[config.mk]
export PLATFORM = sky130hd
export DESIGN_NAME = ecc_codec_pipe
export DESIGN_NICKNAME = d
export VERILOG_FILES = /design/src/rtl/ecc_codec_pipe.sv
export SDC_FILE = /design/constraint.sdc
export NUM_CORES = 1
export LEC_CHECK = 0
export CAP_MARGIN = 20
export CORE_ASPECT_RATIO = 0.7
export CORE_MARGIN = 5
export CORE_UTILIZATION = 40
export CTS_BUF_LIST = sky130_fd_sc_hd__clkbuf_2 sky130_fd_sc_hd__clkbuf_4 sky130_fd_sc_hd__clkbuf_8
export DETAILED_ROUTE_END_ITERATION = 7
export DONT_BUFFER_PORTS = 1
export HOLD_SLACK_MARGIN = 0.02
export PLACE_DENSITY = 0.53
export SETUP_SLACK_MARGIN = 0.4
export SYNTH_ARGS = -nofsm -noshare
export SYNTH_HDL_FRONTEND = slang
export SYNTH_SLANG_ARGS = --single-unit
[constraint.sdc]
create_clock -name clk -period 5.25 [get_ports clk]
set_input_delay 0.525 -clock clk [delete_from_list [all_inputs] [get_ports clk]]
set_output_delay 0.525 -clock clk [all_outputs]
set_load 0.02 [all_outputs]
[src/rtl/ecc_codec_pipe.sv]
// Two-stage pipelined SEC-DED Hamming codec with valid/ready flow control.
// Provides encode and decode/correct modes, and saturating SEC/DED event counters.
module ecc_codec_pipe #(
    parameter int DATA_WIDTH = 128,
    parameter int CNT_WIDTH  = 16,
    localparam int R = (DATA_WIDTH <= 11)  ? 4 :
                       (DATA_WIDTH <= 26)  ? 5 :
                       (DATA_WIDTH <= 57)  ? 6 :
                       (DATA_WIDTH <= 120) ? 7 : 8,
    localparam int CODE_WIDTH = R + 1
) (
    input  logic                  clk,
    input  logic                  rst_n,
    input  logic                  in_valid,
    output logic                  in_ready,
    input  logic                  in_mode,
    input  logic [DATA_WIDTH-1:0] in_data,
    input  logic [CODE_WIDTH-1:0] in_code,
    output logic                  out_valid,
    input  logic                  out_ready,
    output logic                  out_mode,
    output logic [DATA_WIDTH-1:0] out_data,
    output logic [CODE_WIDTH-1:0] out_code,
    output logic                  out_sec,
    output logic                  out_ded,
    input  logic                  cnt_clr,
    output logic [CNT_WIDTH-1:0]  cnt_sec,
    output logic [CNT_WIDTH-1:0]  cnt_ded
);

    localparam int N  = DATA_WIDTH + R;
    localparam int IW = (DATA_WIDTH > 1) ? $clog2(DATA_WIDTH) : 1;

    // Check bits c[R-1:0]; power-of-two positions hold check bits, the rest carry data.
    function automatic logic [R-1:0] calc_check(input logic [DATA_WIDTH-1:0] d);
        logic [R-1:0] c;
        int di;
        c  = '0;
        di = 0;
        for (int pos = 1; pos <= N; pos++) begin
            if ((pos & (pos - 1)) != 0) begin
                if (d[di[IW-1:0]]) begin
                    c = c ^ pos[R-1:0];
                end
                di = di + 1;
            end
        end
        return c;
    endfunction

    // One-hot data mask for the data bit living at codeword position s.
    function automatic logic [DATA_WIDTH-1:0] flip_mask(input logic [R-1:0] s);
        logic [DATA_WIDTH-1:0] m;
        int di;
        m  = '0;
        di = 0;
        for (int pos = 1; pos <= N; pos++) begin
            if ((pos & (pos - 1)) != 0) begin
                if (pos == int'(s)) begin
                    m[di[IW-1:0]] = 1'b1;
                end
                di = di + 1;
            end
        end
        return m;
    endfunction

    function automatic logic is_pow2(input logic [R-1:0] v);
        return ((v & (v - R'(1))) == '0);
    endfunction

    logic                  en_s;
    logic [R-1:0]          chk_s;
    logic [R-1:0]          s_d;
    logic                  p_d;

    logic                  v1_q;
    logic                  mode1_q;
    logic [DATA_WIDTH-1:0] data1_q;
    logic [CODE_WIDTH-1:0] code1_q;
    logic [R-1:0]          s1_q;
    logic                  p1_q;

    logic [DATA_WIDTH-1:0] data_d;
    logic [CODE_WIDTH-1:0] code_d;
    logic                  sec_d;
    logic                  ded_d;

    logic                  out_valid_q;
    logic                  out_mode_q;
    logic [DATA_WIDTH-1:0] out_data_q;
    logic [CODE_WIDTH-1:0] out_code_q;
    logic                  out_sec_q;
    logic                  out_ded_q;

    logic [CNT_WIDTH-1:0]  cnt_sec_q;
    logic [CNT_WIDTH-1:0]  cnt_ded_q;
    logic [CNT_WIDTH-1:0]  cnt_sec_d;
    logic [CNT_WIDTH-1:0]  cnt_ded_d;

    assign en_s     = !out_valid_q || out_ready;
    assign in_ready = en_s;

    // Stage-1 syndrome/parity; in encode mode s carries the fresh check bits and p the overall parity.
    always_comb begin
        chk_s = calc_check(in_data);
        if (in_mode) begin
            s_d = chk_s ^ in_code[R-1:0];
            p_d = (^in_data) ^ (^in_code);
        end else begin
            s_d = chk_s;
            p_d = (^in_data) ^ (^chk_s);
        end
    end

    // Stage-1 register; payload only loads on a real transaction so idle inputs leave no trace.
    always_ff @(posedge clk) begin
        if (!rst_n) begin
            v1_q    <= 1'b0;
            mode1_q <= 1'b0;
            data1_q <= '0;
            code1_q <= '0;
            s1_q    <= '0;
            p1_q    <= 1'b0;
        end else if (en_s) begin
            v1_q <= in_valid;
            if (in_valid) begin
                mode1_q <= in_mode;
                data1_q <= in_data;
                code1_q <= in_mode ? in_code : '0;
                s1_q    <= s_d;
                p1_q    <= p_d;
            end
        end
    end

    // Stage-2 classification and correction.
    always_comb begin
        data_d = data1_q;
        code_d = code1_q;
        sec_d  = 1'b0;
        ded_d  = 1'b0;
        if (!mode1_q) begin
            code_d = {p1_q, s1_q};
        end else if (p1_q) begin
            if (s1_q == '0) begin
                code_d[R] = ~code1_q[R];
                sec_d     = 1'b1;
            end else if (int'(s1_q) > N) begin
                ded_d = 1'b1;
            end else if (is_pow2(s1_q)) begin
                code_d[R-1:0] = code1_q[R-1:0] ^ s1_q;
                sec_d         = 1'b1;
            end else begin
                data_d = data1_q ^ flip_mask(s1_q);
                sec_d  = 1'b1;
            end
        end else if (s1_q != '0) begin
            ded_d = 1'b1;
        end else begin
            data_d = data1_q;
        end
    end

    // Stage-2 output register; holds steady while downstream stalls.
    always_ff @(posedge clk) begin
        if (!rst_n) begin
            out_valid_q <= 1'b0;
            out_mode_q  <= 1'b0;
            out_data_q  <= '0;
            out_code_q  <= '0;
            out_sec_q   <= 1'b0;
            out_ded_q   <= 1'b0;
        end else if (en_s) begin
            out_valid_q <= v1_q;
            if (v1_q) begin
                out_mode_q <= mode1_q;
                out_data_q <= data_d;
                out_code_q <= code_d;
                out_sec_q  <= sec_d;
                out_ded_q  <= ded_d;
            end
        end
    end

    // Counter next-state: clear wins over a same-cycle delivered event; saturate at all ones.
    always_comb begin
        cnt_sec_d = cnt_sec_q;
        cnt_ded_d = cnt_ded_q;
        if (cnt_clr) begin
            cnt_sec_d = '0;
            cnt_ded_d = '0;
        end else if (out_valid_q && out_ready) begin
            if (out_sec_q && (cnt_sec_q != '1)) begin
                cnt_sec_d = cnt_sec_q + CNT_WIDTH'(1);
            end else begin
                cnt_sec_d = cnt_sec_q;
            end
            if (out_ded_q && (cnt_ded_q != '1)) begin
                cnt_ded_d = cnt_ded_q + CNT_WIDTH'(1);
            end else begin
                cnt_ded_d = cnt_ded_q;
            end
        end else begin
            cnt_sec_d = cnt_sec_q;
            cnt_ded_d = cnt_ded_q;
        end
    end

    // Counter registers.
    always_ff @(posedge clk) begin
        if (!rst_n) begin
            cnt_sec_q <= '0;
            cnt_ded_q <= '0;
        end else begin
            cnt_sec_q <= cnt_sec_d;
            cnt_ded_q <= cnt_ded_d;
        end
    end

    assign out_valid = out_valid_q;
    assign out_mode  = out_mode_q;
    assign out_data  = out_data_q;
    assign out_code  = out_code_q;
    assign out_sec   = out_sec_q;
    assign out_ded   = out_ded_q;
    assign cnt_sec   = cnt_sec_q;
    assign cnt_ded   = cnt_ded_q;

endmodule

==> metrics.md, run 1 <==
| Metric | Value |
|---|---|
| Least-Margin Pin Slew | `1.18 ns` |
| Critical path class | `reg -> reg` |
| Placer congestion estimate | `0.887` |
| Min Tclk post-route | `3.64 ns` |
| 1st-pass router iterations | `6` |
| Vias per std cell | `5.34` |
| Antenna Nets Post-Route | `0` |
| DRC viols | `0` |
| Logic pwr share | `39.1%` |
| Worst-case clock buffer depth | `3` |
| Met3 routed WL | `5840 µm` |
| Die width | `255 µm` |
| Arrival time at the worst endpoint | `4.14 ns` |
| CTS tree | `built` |
| MaxCap Viol Count | `0` |
| Switching share of power | `32.4%` |
| Worst hold path type | `in -> reg` |
| # nets final | `2059` |
| CTS root buf | `clkbuf_8` |
| CP required | `5.75 ns` |
| Dpl ws | `1.40 ns` |
| Die ar. | `0.0461 mm²` |
| Seq. cell area | `0.00643 mm²` |
| Slowest cell on the critical path | `dfxtp_1` |
| Initial Util | `40.7%` |
| Slowest cell delay on critical path | `0.67 ns` |
| Final number of max-transition violations | `0` |
| Routed wire length | `59900 µm` |
| Final Hold Viols | `0` |
| Design Area, Final | `0.0186 mm²` |
| CP cell instances | `nor4_1 > buf_4 > nand2b_1 > a211oi_1 > a211oi_1 > o2111a_1 > buf_4 > and4_1 > nor2b_1 > xnor2_1 > nand2_1 > o211a_1` |
| Clk Latency, worst-skew pair | `0.61 ns` |
| First-pass GRT wire length | `86400 µm` |
| Max IR drop VDD | `838 µV` |
| Initial antenna violation count | `1` |
| Largest net degree at the start of global routing | `291` |
| Reg2Reg Setup Slack | `1.61 ns` |
| Distinct cell type count after synthesis | `36` |
| Avg Inst Size Synth | `8.64 µm²` |
| Pleak | `7.71 nW` |
| Internal power | `5.81 mW` |
| Post-synth top flop | `dfxtp_1` |
| Most frequent cells in the layout | `nand2_1, dfxtp_1, xnor2_1, a21boi_0, xor2_1` |
| Violation count after the first detailed-route iteration | `1077` |
| Post-Syn Nets | `2085` |
| Postcts setup bufs | `0` |
| Max frequency | `275 MHz` |
| Top Layer Used | `met4` |
| Worst Path Buf+Inv | `2` |
| Metal1 wirelength | `27000 µm` |
| Critical path peak fanout | `19` |
| Port Buffers | `0` |
| Core box area | `0.0412 mm²` |
| Commonest non-fill, non-tap cell in the layout | `nand2_1` |
| Clk pwr share | `27.3%` |
| Post-DR wirelength/cell | `24.0 µm` |
| Clock slew at reported path FFs | `0.06 ns` |
| Core Util, Final | `45.2%` |
| Vias in the first global route | `12700` |
| Clock sink count | `321` |
| Post-synth EDFFs | `0` |
| Fillers | `4009` |
| Number of placement rows | `62` |
| Syn Inst Count | `1940` |
| CTS-repair resized insts | `0` |
| DP Area | `0.0171 mm²` |
| WHS | `0.0636 ns` |
| Fraction of layout cells with a size suffix above 1 | `6.41%` |
| DP HPWL | `42300 µm` |
| CTS Buf Count | `53` |
| Sum Neg Setup Slack | `0 ns` |
| Outcome | `finished clean` |
| Critical Path Sink Type | `flop` |
| Multi-input logic area | `0.00985 mm²` |
| Syn. warnings | `0` |
| Reg power frac | `33.6%` |
| IO Pins | `317` |
| Worst Slack Setup Final | `1.61 ns` |
| Vias | `13300` |
| Area Overhead vs Synth | `11.1%` |
| Fin crit share | `69.3%` |
| Final setup vio count | `0` |
| Slew headroom | `21.5%` |
| Antenna cells | `0` |
| Pwr Density | `462 mW/mm²` |
| Switch Pwr | `2.78 mW` |
| GR Util All Layers | `24.8%` |
| GR Overflow Total | `0` |
| DIE HEIGHT | `181 µm` |
| Crit path launch type | `flop` |
| RSZ-0062 raised after global routing | `false` |
| H-tree Lvls | `2` |
| Synthesized flop and latch total | `321` |
| Post-synth ARST share | `0%` |
| # hold bufs at CTS | `33` |
| WL met2 | `25800 µm` |
| Register area share after synthesis | `38.4%` |
| Synthesized cell area | `0.0168 mm²` |
| Clock skew | `0.0250 ns` |
| Top delay family on crit path | `simple AND/OR/NAND/NOR gates` |
## cell type report
class,instances,area share (%)
clock buffer,85,5.85
sequential,321,34.5
clock inverter,6,0.175
multi-input combinational,1484,52.9
timing repair buffer,52,2.82
inverter,2,0.0403
tap,544,3.66
## power by group through the flow
stage	combinational [mW]	clock [mW]	sequential, mW
3_5_place_dp	3.30	0	2.94
4_1_cts	3.35	2.41	2.88
2_1_floorplan	2.83	0	2.83
3_3_place_gp	3.31	0	2.93
6_report	3.36	2.35	2.89
5_1_grt	3.56	2.53	2.91
## final timing paths
check / from / endpoint / cells past startpoint
max: s1_q[1]$_SDFFE_PN0P_ / out_data[122]$_SDFFE_PN0P_ / 12
min: in_data[122] / data1_q[122]$_SDFFE_PN0P_ / 2
max reg2reg: s1_q[1]$_SDFFE_PN0P_ / out_data[122]$_SDFFE_PN0P_ / 12
min reg2reg: data1_q[123]$_SDFFE_PN0P_ / data1_q[123]$_SDFFE_PN0P_ / 2
## synthesized netlist by cell type (all sizes together) (5+ instances only)
cell	n	area (µm²)
or3	30	188
nand2	467	1750
nor2	82	308
nand3	49	245
clkbuf	128	480
a21boi	135	1010
xnor3	34	769
nand4	12	75.1
nor3	11	55.1
and4	5	43.8
dfxtp	321	6430
a21oi	45	225
nor2b	15	93.8
o211a	107	1070
a211oi	10	75.1
xor2	128	1120
o21ai	71	355
and2	19	119
buf	5	18.8
xnor2	228	2000
and3	5	31.3
nand2b	9	56.3
## metal layers
metal | vias to the layer above | global-route usage, %
met5 | - | 0
met4 | 0 | 5.42
met3 | 81 | 8.39
met2 | 462 | 37.0
met1 | 6380 | 34.9
li1 | 6393 | -
## cells by family (layout without fill, tap and decap cells)
kind of cell / after synthesis / after routing / share of synthesized area [%]
AOI/OAI and AO/OA: 373 / 373 / 16.6
xor gates and xnor gates: 392 / 392 / 23.5
adders and majority gates: 2 / 2 / 0.149
buffers and inverters: 135 / 145 / 3.02
DFF: 321 / 321 / 38.4
muxes: 4 / 4 / 0.239
and+or+nand+nor: 713 / 713 / 18.1
## registers in the layout (all words and copies together), names as in the netlist
name       cells
out_valid      1
out_code       9
mode1_q        1
v1_q           1
data1_q      128
out_sec        1
out_data     128
cnt_ded       16
code1_q        9
out_mode       1
p1_q           1
s1_q           8
out_ded        1
cnt_sec       16
## through the flow
stage,total power [mW],cells
after floorplan,5.66,1940
after global placement,6.24,2368
after detailed placement,6.24,2369
after CTS,8.64,2493
after global routing,9.00,2494
final,8.59,2494
Note: power is estimated with default switching activity, not from simulation.
==> inputs of run 2 (changes only) <==
PLACE_DENSITY = 0.55   (was 0.53)
clock period = 3.25 ns   (was 5.25 ns; I/O delays follow)
==> run 2 against run 1 <==
Against the previous run:
- register-to-register slack lost 1.1 ns
- die area is the same
- final cell count grew 11%
- hold slack gained 0.018 ns
- global-route usage grew 2.2 points
- clock power grew 61%
- critical endpoint is now out_data[13]$_SDFFE_PN0P_
- largest cell class unchanged
==> metrics.md, run 2 (synthesis results as in run 1) <==
| Metric | Value |
|---|---|
| Area Overhead vs Synth | `27.8%` |
| GR Util All Layers | `27.0%` |
| Initial Util | `40.7%` |
| Critical path peak fanout | `7` |
| Worst-case clock buffer depth | `3` |
| Tot Pwr | `14.7 mW` |
| Arrival time at the worst endpoint | `3.23 ns` |
| Clock skew | `0.0171 ns` |
| DIE HEIGHT | `181 µm` |
| Most frequent cells in the layout | `nand2_1, dfxtp_1, dlygate4sd3_1, xnor2_1, a21boi_0` |
| CTS tree | `built` |
| Fraction of layout cells with a size suffix above 1 | `8.91%` |
| Critical path class | `reg -> reg` |
| Largest net degree at the start of global routing | `170` |
| Initial antenna violation count | `6` |
| Commonest non-fill, non-tap cell in the layout | `nand2_1` |
| Clock sink count | `321` |
| DRC viols | `0` |
| Vias in the first global route | `14500` |
| DP HPWL | `43600 µm` |
| CTS Buf Count | `55` |
| Port Buffers | `0` |
| Final number of max-transition violations | `0` |
| Die width | `255 µm` |
| Reg2Reg Setup Slack | `0.49 ns` |
| Worst Slack Setup Final | `0.493 ns` |
| Fin crit share | `84.8%` |
| Min Tclk post-route | `2.76 ns` |
| Worst hold path type | `in -> reg` |
| Clk Latency, worst-skew pair | `0.60 ns` |
| RSZ-0062 raised after global routing | `false` |
| 1st-pass router iterations | `6` |
| Post-DR wirelength/cell | `23.5 µm` |
| IO Pins | `317` |
| Dpl cells | `2430` |
| Clock slew at reported path FFs | `0.06 ns` |
| Non-filler instance count after layout | `2778` |
| Final Hold Viols | `0` |
| WHS | `0.0820 ns` |
| Number of placement rows | `62` |
| Outcome | `finished clean` |
| Placer congestion estimate | `0.905` |
| Sum Neg Setup Slack | `0 ns` |
| H-tree Lvls | `2` |
| Vias | `14900` |
| Crit path launch type | `flop` |
| Least-Margin Pin Slew | `0.749 ns` |
| Dpl ws | `-0.0917 ns` |
| Critical Path Sink Type | `flop` |
| Antenna Nets Post-Route | `0` |
| Routed wire length | `65200 µm` |
| Max IR drop VDD | `981 µV` |
| Vias per std cell | `5.37` |
| MaxCap Viol Count | `0` |
| # nets final | `2343` |
| Final setup vio count | `0` |
| Violation count after the first detailed-route iteration | `1287` |
| CP required | `3.73 ns` |
| Core box area | `0.0412 mm²` |
| Pleak | `9.21 nW` |
| Die ar. | `0.0461 mm²` |
| CTS root buf | `clkbuf_8` |
| First-pass GRT wire length | `94800 µm` |
| Pwr Density | `687 mW/mm²` |
| Max frequency | `363 MHz` |
| GR Overflow Total | `0` |
| Slew headroom | `50.1%` |
run 2: cell type report:
type / count / area (µm²)
Antenna cell: 1 / 2.50
Clock buffer: 89 / 1090
Clock inverter: 3 / 17.5
Fill cell: 3826 / 19800
Inverter: 2 / 7.51
Multi-Input combinational cell: 1485 / 9910
Sequential cell: 321 / 6430
Tap cell: 544 / 681
Timing Repair Buffer: 333 / 3270
run 2: power breakdown:
part | internal (mW) | leakage [nW] | switching, mW | total [mW]
Clock | 2.10 | 0.594 | 1.69 | 3.79
Combinational | 3.64 | 5.99 | 2.69 | 6.33
Sequential | 4.20 | 2.63 | 0.374 | 4.58
run 2: path summary, 6_finish.rpt:
check                                               from                         to  cells past startpoint
worst min-delay path                             in_mode       s1_q[3]$_SDFFE_PN0P_                      4
worst max-delay path                s1_q[0]$_SDFFE_PN0P_  out_data[13]$_SDFFE_PN0P_                     12
worst min register to register  data1_q[83]$_SDFFE_PN0P_   data1_q[83]$_SDFFE_PN0P_                      2
worst max register to register      s1_q[0]$_SDFFE_PN0P_  out_data[13]$_SDFFE_PN0P_                     12
run 2: per-layer routing:
metal | part of all wire [%] | GRT usage (%) | vias up
met4 | 2.7 | 7.05 | 6
met2 | 44 | 41.5 | 594
met3 | 9.4 | 8.06 | 116
met5 | 0.078 | 0 | -
li1 | - | - | 6972
met1 | 44 | 37.2 | 7223
run 2: worst max-delay path, cell delays in order, from the launching register on:
cell      delay, ns
dfxtp_1        0.33
nor4_4         0.30
nand2b_1       0.12
a211oi_2       0.25
a211oi_2       0.10
o2111a_2       0.34
buf_4          0.17
and4_1         0.27
buf_4          0.19
nand2_1        0.12
xor2_1         0.16
nand2_1        0.12
o211a_1        0.16
run 2: timing repair:
action | in CTS | in global routing
buffers inserted | 0 | 2
hold buffers | 252 | 0
endpoints found under the setup margin | 2 | 81
pin swaps | 0 | 2
gates cloned | 0 | 1
endpoints found under the hold margin | 289 | 0
resized for setup | 1 | 7
run 2: metrics by stage:
step / util (%) / area [µm²]
6_report: 52.0 / 21400
3_5_place_dp: 43.0 / 17700
2_1_floorplan: - / 16800
5_1_grt: 52.0 / 21400
4_1_cts: 51.8 / 21400
3_3_place_gp: 42.9 / 17700
==> inputs of run 3 (changes only) <==
PLACE_DENSITY = 0.53   (was 0.55)
clock period = 2.9 ns   (was 3.25 ns; I/O delays follow)
==> run 3 against run 2 <==
Against the previous run:
- the run now ends with negative hold slack left
- fmax increased by 8.0%
- cell area about the same
- sequential power increased by 13%
- first-iteration DRC count decreased by 9.4%
- combinational power increased by 17%
- register-to-register slack got worse by 0.15 ns
- wire length about the same
- die area unchanged
- critical path type unchanged
==> metrics.md, run 3 (synthesis results as in run 1) <==
| Metric | Value |
|---|---|
| Outcome | `complete, but fails checks` |
| Failing checks | `negative hold slack` |
| Commonest non-fill, non-tap cell in the layout | `nand2_1` |
| Die width | `255 µm` |
| Critical path class | `reg -> reg` |
| GR Util All Layers | `26.5%` |
| Dpl cells | `2471` |
| IO Pins | `317` |
| Vias in the first global route | `14000` |
| Final number of max-transition violations | `0` |
| Min Tclk post-route | `2.55 ns` |
| Pleak | `9.09 nW` |
| Design Area, Final | `0.0214 mm²` |
| Non-filler instance count after layout | `2724` |
| Clock slew at reported path FFs | `0.07 ns` |
| H-tree Lvls | `2` |
| # nets final | `2282` |
| Max frequency | `392 MHz` |
| RSZ-0062 raised after global routing | `true` |
| Core box area | `0.0412 mm²` |
| Max IR drop VDD | `1050 µV` |
| DRC viols | `0` |
| Die ar. | `0.0461 mm²` |
| Largest net degree at the start of global routing | `291` |
| Most frequent cells in the layout | `nand2_1, dfxtp_1, xnor2_1, dlygate4sd3_1, a21boi_0` |
| WHS | `-0.0624 ns` |
| Port Buffers | `0` |
| CTS root buf | `clkbuf_8` |
| Post-DR wirelength/cell | `23.9 µm` |
| Number of placement rows | `62` |
| Fillers | `3895` |
| Area Overhead vs Synth | `27.8%` |
| Critical Path Sink Type | `flop` |
| Crit path launch type | `flop` |
| Antenna Nets Post-Route | `0` |
| Worst hold start | `rst_n` |
| Initial antenna violation count | `4` |
| DIE HEIGHT | `181 µm` |
| Pwr Density | `804 mW/mm²` |
| Initial Util | `40.7%` |
| Critical Path Source | `s1_q[3]$_SDFFE_PN0P_` |
| Least-Margin Pin Slew | `1.12 ns` |
| CP required | `3.38 ns` |
| DP Area | `0.0181 mm²` |
| Slew headroom | `25.5%` |
| Arrival time at the worst endpoint | `3.03 ns` |
| Clk Latency, worst-skew pair | `0.62 ns` |
| Reg-to-Reg Start | `s1_q[3]$_SDFFE_PN0P_` |
| Placer congestion estimate | `0.908` |
| DP HPWL | `44300 µm` |
| Worst hold path type | `in -> reg` |
| Routed wire length | `65200 µm` |
| 1st-pass router iterations | `5` |
| CTS tree | `built` |
| Worst Slack Setup Final | `0.347 ns` |
| Vias | `14800` |
| Sum Neg Setup Slack | `0 ns` |
| Final Hold Viols | `5` |
| Core Util, Final | `52.0%` |
| MaxCap Viol Count | `0` |
| Worst-case clock buffer depth | `3` |
| Clock skew | `0.0288 ns` |
| CTS Buf Count | `52` |
| Tot Pwr | `17.2 mW` |
| Clock sink count | `321` |
| Critical path peak fanout | `14` |
| Final setup vio count | `0` |
| Vias per std cell | `5.41` |
| Dpl ws | `-0.165 ns` |
| Fin crit share | `88.0%` |
| First-pass GRT wire length | `92800 µm` |
| GR Overflow Total | `0` |
| Fraction of layout cells with a size suffix above 1 | `15.7%` |
| Violation count after the first detailed-route iteration | `1166` |
[run 3: cell count changes in the layout (fill, tap and decap cells not counted), moves of 10 or more]
cell,change
clkbuf_4,-10
nand2_4,+10
nand2_1,-51
dlygate4sd3_1,-103
dfxtp_1,-11
buf_4,+32
nand2_2,+40
[run 3: cell type report]
cell class / count / area [µm²] / area share [%]
well taps: 544 / 681 / 3.18
clock inverters: 20 / 265 / 1.24
diodes: 2 / 5.00 / 0.0234
multi-input cells: 1485 / 10300 / 48.2
clock buffers: 75 / 963 / 4.50
flip-flops and latches: 321 / 6450 / 30.1
inverters: 2 / 7.51 / 0.0351
repair buffers: 275 / 2720 / 12.7
[run 3: worst max-delay path, cell delays in order (launching register included)]
cell      delay [ns]
dfxtp_4         0.37
nor4_4          0.32
nand2b_1        0.14
a211oi_2        0.23
a211oi_2        0.06
o2111a_2        0.38
and4_4          0.20
buf_12          0.14
nand4_1         0.13
xor2_1          0.18
nand2_1         0.12
o211a_1         0.15
[run 3: power by group]
group          internal (mW)  switching, mW
Clock                   2.68           1.98
Sequential              4.72          0.438
Combinational           4.29           3.10
[run 3: final timing paths]
kind,end,slack [ns],depth (start not counted)
hold / removal,out_data[5]$_SDFFE_PN0P_,-0.06,1
hold reg to reg,data1_q[42]$_SDFFE_PN0P_,0.48,2
setup reg to reg,out_data[107]$_SDFFE_PN0P_,0.35,11
setup / recovery,out_data[107]$_SDFFE_PN0P_,0.35,11
[run 3: per-layer routing]
metal | global-route usage, % | up-vias | part of all wire, %
met5 | 0 | - | 0
met4 | 7.13 | 0 | 2.8
met2 | 39.8 | 606 | 43
met3 | 5.99 | 118 | 8.7
met1 | 38.5 | 7170 | 45
li1 | - | 6856 | -
[run 3: timing repair]
action                                 4_1_cts  5_1_grt
resized for setup                           14      134
setup endpoints to repair                  108      142
setup buffers                                1        4
endpoints found under the hold margin      289      182
gates cloned                                 0        3
hold buffers                               144        4
pin swaps                                    2      102
